`config.mk`:
```
export PLATFORM = sky130hd
export DESIGN_NAME = seq_adder_sched
export DESIGN_NICKNAME = d
export VERILOG_FILES = /design/src/rtl/seq_adder_sched.sv
export SDC_FILE = /design/constraint.sdc
export NUM_CORES = 1
export LEC_CHECK = 0
export ABC_CLOCK_PERIOD_IN_PS = 2060
export CORE_MARGIN = 5
export CORE_UTILIZATION = 38
export CTS_BUF_LIST = sky130_fd_sc_hd__clkbuf_2
export DETAILED_ROUTE_END_ITERATION = 7
export GPL_ROUTABILITY_DRIVEN = 0
export PLACE_DENSITY = 0.85
export SLEW_MARGIN = 20
export SYNTH_ARGS = -nofsm -noshare
export SYNTH_HDL_FRONTEND = slang
export SYNTH_SLANG_ARGS = --single-unit
```
`constraint.sdc`:
```
create_clock -name clk -period 2.06 [get_ports clk]
set_input_delay 0.206 -clock clk [delete_from_list [all_inputs] [get_ports clk]]
set_output_delay 0.206 -clock clk [all_outputs]
set_load 0.03 [all_outputs]
```
`src/rtl/seq_adder_sched.sv`:
```
// Round-robin scheduler sharing one multi-cycle adder among NREQ requesters.
// Optional watchdog on the adder result: define SEQ_ADDER_SCHED_WDOG_EN.
module seq_adder_sched #(
  parameter int NREQ    = 4,
  parameter int DWIDTH  = 8,
  parameter int TIMEOUT = 2*DWIDTH+8
) (
  input  logic                   clk,
  input  logic                   rstn,
  input  logic [NREQ-1:0]        req_valid,
  output logic [NREQ-1:0]        req_ready,
  input  logic [NREQ*DWIDTH-1:0] req_in1,
  input  logic [NREQ*DWIDTH-1:0] req_in2,
  output logic [NREQ-1:0]        rsp_valid,
  output logic [DWIDTH-1:0]      rsp_sum,
  output logic                   rsp_carry,
  output logic                   rsp_err,
  output logic [DWIDTH-1:0]      add_in1,
  output logic [DWIDTH-1:0]      add_in2,
  output logic                   add_ivalid,
  input  logic [DWIDTH-1:0]      add_sum,
  input  logic                   add_carry,
  input  logic                   add_ovalid,
  input  logic                   add_busy
);

  // state | meaning
  // IDLE  | arbitrating, req_ready on the granted requester
  // ISSUE | operands latched, waiting for add_busy low to strobe the adder
  // WAIT  | job in flight, waiting for add_ovalid (or watchdog)
  // RESP  | one-cycle rsp_valid to the owner, pointer advances
  typedef enum logic [1:0] {IDLE, ISSUE, WAIT, RESP} state_t;

  localparam int PW = (NREQ > 1) ? $clog2(NREQ) : 1;

  state_t            state, state_nxt;
  logic [PW-1:0]     ptr, owner, grant, idx;
  logic              grant_found, accept, wdog_hit;
  logic [DWIDTH-1:0] op1, op2;

  always_comb begin
    grant_found = 1'b0;
    grant       = '0;
    idx         = '0;
    for (int k = 0; k < NREQ; k++) begin
      idx = PW'((int'(ptr) + k) % NREQ);
      if (!grant_found && req_valid[idx]) begin
        grant_found = 1'b1;
        grant       = idx;
      end
    end
  end

  assign accept = (state == IDLE) && grant_found;

  always_ff @(posedge clk or negedge rstn) begin
    if (!rstn) state <= IDLE;
    else       state <= state_nxt;
  end

  always_comb begin
    state_nxt = state;
    case (state)
      IDLE:    if (accept) state_nxt = ISSUE;
      ISSUE:   if (!add_busy) state_nxt = WAIT;
      WAIT:    if (add_ovalid || wdog_hit) state_nxt = RESP;
      RESP:    state_nxt = IDLE;
      default: state_nxt = IDLE;
    endcase
  end

  always_comb begin
    req_ready  = '0;
    rsp_valid  = '0;
    add_ivalid = 1'b0;
    case (state)
      IDLE:    if (grant_found) req_ready[grant] = 1'b1;
      ISSUE:   add_ivalid = !add_busy;
      RESP:    rsp_valid[owner] = 1'b1;
      default: ;
    endcase
  end

  always_ff @(posedge clk or negedge rstn) begin
    if (!rstn) begin
      op1   <= '0;
      op2   <= '0;
      owner <= '0;
    end else if (accept) begin
      op1   <= req_in1[grant*DWIDTH +: DWIDTH];
      op2   <= req_in2[grant*DWIDTH +: DWIDTH];
      owner <= grant;
    end
  end

  assign add_in1 = op1;
  assign add_in2 = op2;

  always_ff @(posedge clk or negedge rstn) begin
    if (!rstn)              ptr <= '0;
    else if (state == RESP) ptr <= (owner == PW'(NREQ-1)) ? '0 : owner + 1'b1;
  end

  always_ff @(posedge clk or negedge rstn) begin
    if (!rstn) begin
      rsp_sum   <= '0;
      rsp_carry <= 1'b0;
    end else if (state == WAIT && add_ovalid) begin
      rsp_sum   <= add_sum;
      rsp_carry <= add_carry;
    end else if (wdog_hit) begin
      rsp_sum   <= '0;
      rsp_carry <= 1'b0;
    end
  end

`ifdef SEQ_ADDER_SCHED_WDOG_EN
  localparam int WW = $clog2(TIMEOUT+1);
  logic [WW-1:0] wdog;

  // Held at zero outside WAIT, so it is clear on every entry to WAIT.
  always_ff @(posedge clk or negedge rstn) begin
    if (!rstn)              wdog <= '0;
    else if (state == WAIT) wdog <= wdog + 1'b1;
    else                    wdog <= '0;
  end

  assign wdog_hit = (state == WAIT) && !add_ovalid && (wdog == WW'(TIMEOUT-1));

  always_ff @(posedge clk or negedge rstn) begin
    if (!rstn)                            rsp_err <= 1'b0;
    else if (state == WAIT && add_ovalid) rsp_err <= 1'b0;
    else if (wdog_hit)                    rsp_err <= 1'b1;
  end
`else
  // Watchdog compiled out: constant-false, WAIT waits for the adder forever.
  assign wdog_hit = (TIMEOUT < 0);
  assign rsp_err  = 1'b0;
`endif

endmodule

```
==> metrics.txt <==
Global Route met1 Usage=0.209; fill count=roughly 350; Synth Register Bits=31; EDFF count, synth=0; vias per cell=approximately 4.9; worst skew pair latency=0.33 ns; ANT nets after route=0; Avg Cell Area, Syn=~11 µm²; Global Route Usage Sum=0.173; CP arrival=1.72 ns; GR Util met3=0.0542; sequential cell area=between 700 and 800 µm²; async set-reset flop share out of synthesis=1.00; most frequent cell after synthesis=mux2i_1; CTS buffer count=5; Synth area leader=dfrtp_1; Die Wd=roughly 80 µm; dpl hpwl=4420 µm; share of layout cells above drive strength 1=0.180; Synth warnings=0; post-synth top area share=0.420; biggest fanout along the worst timing path=4; largest net degree at the start of global routing=32; initial antenna violation count=0; Max-Cap Viols=0; H-tree Lvls=2; area grow syn2layout=74.9%; row count=25; Slew Viols, Final=0; Syn Nets=approximately 260; Core ar.=between 0.004 and 0.005 mm²; initial drt markers=77; IO buf count=114; ys flop type=dfrtp_1; Setup TNS Final=0 ns; grt met2 use=0.301; Static Leakage=around 1.5 nW; clock tree from TritonCTS=built; fin util=0.684; synthesized area=0.00185 mm²; Hold Fails Final Rpt=0; Setup violations, final=0; crit share post-route=0.934; Req. time, crit path=about 1.9 ns; global-route wire length before repair=between 8000 and 9000 µm; Routed WL per cell=roughly 15 µm; clock buffer depth=2; Max IR drop VDD=0.811 mV; top cells by count, synth=mux2i_1 (32), dfrtp_1 (31), nand2_1 (21); min cycle time layout=slightly below 2 ns; Startpoint Class=input port; starting density of the core=0.391; Pwr Density=~1300 mW/mm²; I/O pin count=116; Synth area leaders=dfrtp_1 (42%), mux2i_1 (17%), o221ai_1 (7.6%), mux2_2 (6.7%), ha_1 (5.4%); CP Capture Type=output pin; # DRC=0; fmax=520 MHz; status=completed; CTS Root Cell=clkbuf_2; Die Area=approximately 0.0064 mm²; synth unique cells=26; Layout Skew=0.00393 ns; vias post-DR=roughly 1,800; Routed WL=about 5500 µm; register area share after synthesis=0.420; Clock Pin Slew Worst Setup and Hold Paths=~0.15 ns; grt total ovfl=0; ant diodes=0; most used routing layer in global routing=met2; Sink Count=31; number of global-route vias before repair=1,846; Hold Crit Class=input port to async pin; TritonRoute pass-1 iters=4; synthesized netlist cell count=169; Crit Path Class=input port to output pin; R2R depth=6; Multi-input gate area=0.00103 mm²; Die H=between 70 and 80 µm; Nets=around 380
sequential cells by signal, indices dropped and copies added, names as in the netlist:
signal     cells
add_in1        8
add_in2        8
owner          2
ptr            2
rsp_carry      1
rsp_sum        8
state          2
cell type report:
| cell class | count | share of cell area |
|---|---|---|
| repair buffers | 128 | 0.394 |
| multi-input cells | 122 | 0.320 |
| flip-flops and latches | 31 | 0.241 |
| well taps | 67 | 0.0259 |
| clock buffers | 7 | 0.0108 |
| inverters | 6 | 0.00697 |
| clock inverters | 1 | 0.00155 |
metal layers:
layer  up-vias  wire [µm]  share of wire
met5         -          0              0
met4         0         34         0.0062
met3         4        406          0.074
met2        65       2850           0.52
met1       834       2210           0.40
li1        863          -              -
logic make-up (layout without fill, tap and decap cells):
kind of cell	count (synthesis)	after routing	synth area share
buf+inv	16	142	0.0515
mux	43	43	0.240
other cells	1	1	0.00203
simple gates	40	40	0.0975
flops	31	31	0.420
compound gates	30	30	0.135
fa+ha+maj	8	8	0.0542
metrics by stage:
stage | setup WS, ns | cell area [µm²] | cells | power (mW) | hold slack [ns]
2_1_floorplan | 0.151 | 1850 | 169 | 2.77 | -0.0896
3_3_place_gp | 0.0603 | 3100 | 350 | 3.81 | 0.470
3_5_place_dp | -0.0127 | 3100 | 350 | 3.87 | 0.477
4_1_cts | 0.0146 | 3160 | 359 | 4.19 | 0.220
5_1_grt | -0.00871 | 3230 | 362 | 4.56 | 0.230
6_report | 0.136 | 3230 | 362 | 4.25 | 0.232
power by group:
part	leakage [nW]	total, mW	switching (mW)	internal [mW]
combinational	1.06	2.84	1.50	1.34
clock	0.0330	0.288	0.195	0.0930
sequential	0.374	1.12	0.201	0.923
total	1.47	4.25	1.90	2.36
what timing repair did:
action / CTS / global route
pin swaps: 0 / 2
gates resized for setup: 10 / 14
endpoints found under the setup margin: 8 / 4
setup buffers: 1 / 3
hold buffers: 0 / 0
endpoints found under the hold margin: 0 / 0
worst paths after layout:
| path | start | endpoint | slack (ns) |
|---|---|---|---|
| setup / recovery | req_valid[2] | req_ready[1] | 0.14 |
| hold / removal | rstn | rsp_sum[4] | 0.23 |
| setup reg to reg | ptr[0] | add_in1[0] | 0.38 |
| hold reg to reg | add_in2[3] | add_in2[3] | 0.51 |
| max in group asynchronous | rstn | ptr[0] | 1.52 |
| min in group clk | add_sum[5] | rsp_sum[5] | 0.46 |
worst max-delay path, stage by stage:
cell and delay [ns]:
clkdlybuf4s50_1 0.49, nor2b_1 0.19, o21ai_2 0.18, o21ai_1 0.14
a21o_1 0.22, nor2_1 0.11, buf_4 0.17
cell usage in the layout (no fill, tap or decap), types with 2 or more instances in the layout:
cell	Yosys	final
clkdlybuf4s50_1	0	104
mux2i_1	32	32
dfrtp_1	31	29
nand2_1	21	21
o221ai_1	16	16
buf_4	4	14
mux2_2	11	11
ha_1	8	7
clkbuf_2	0	7
inv_1	6	6
dlygate4sd2_1	0	5
and2_1	4	4
nor2_1	7	4
nor2b_1	4	3
o21ai_0	4	3
buf_12	0	3
a21oi_2	1	2
o21ai_1	2	2
a21o_1	2	2
nor2_4	0	2
dfrtp_2	0	2
No activity file was read; power rests on OpenSTA's default activity.
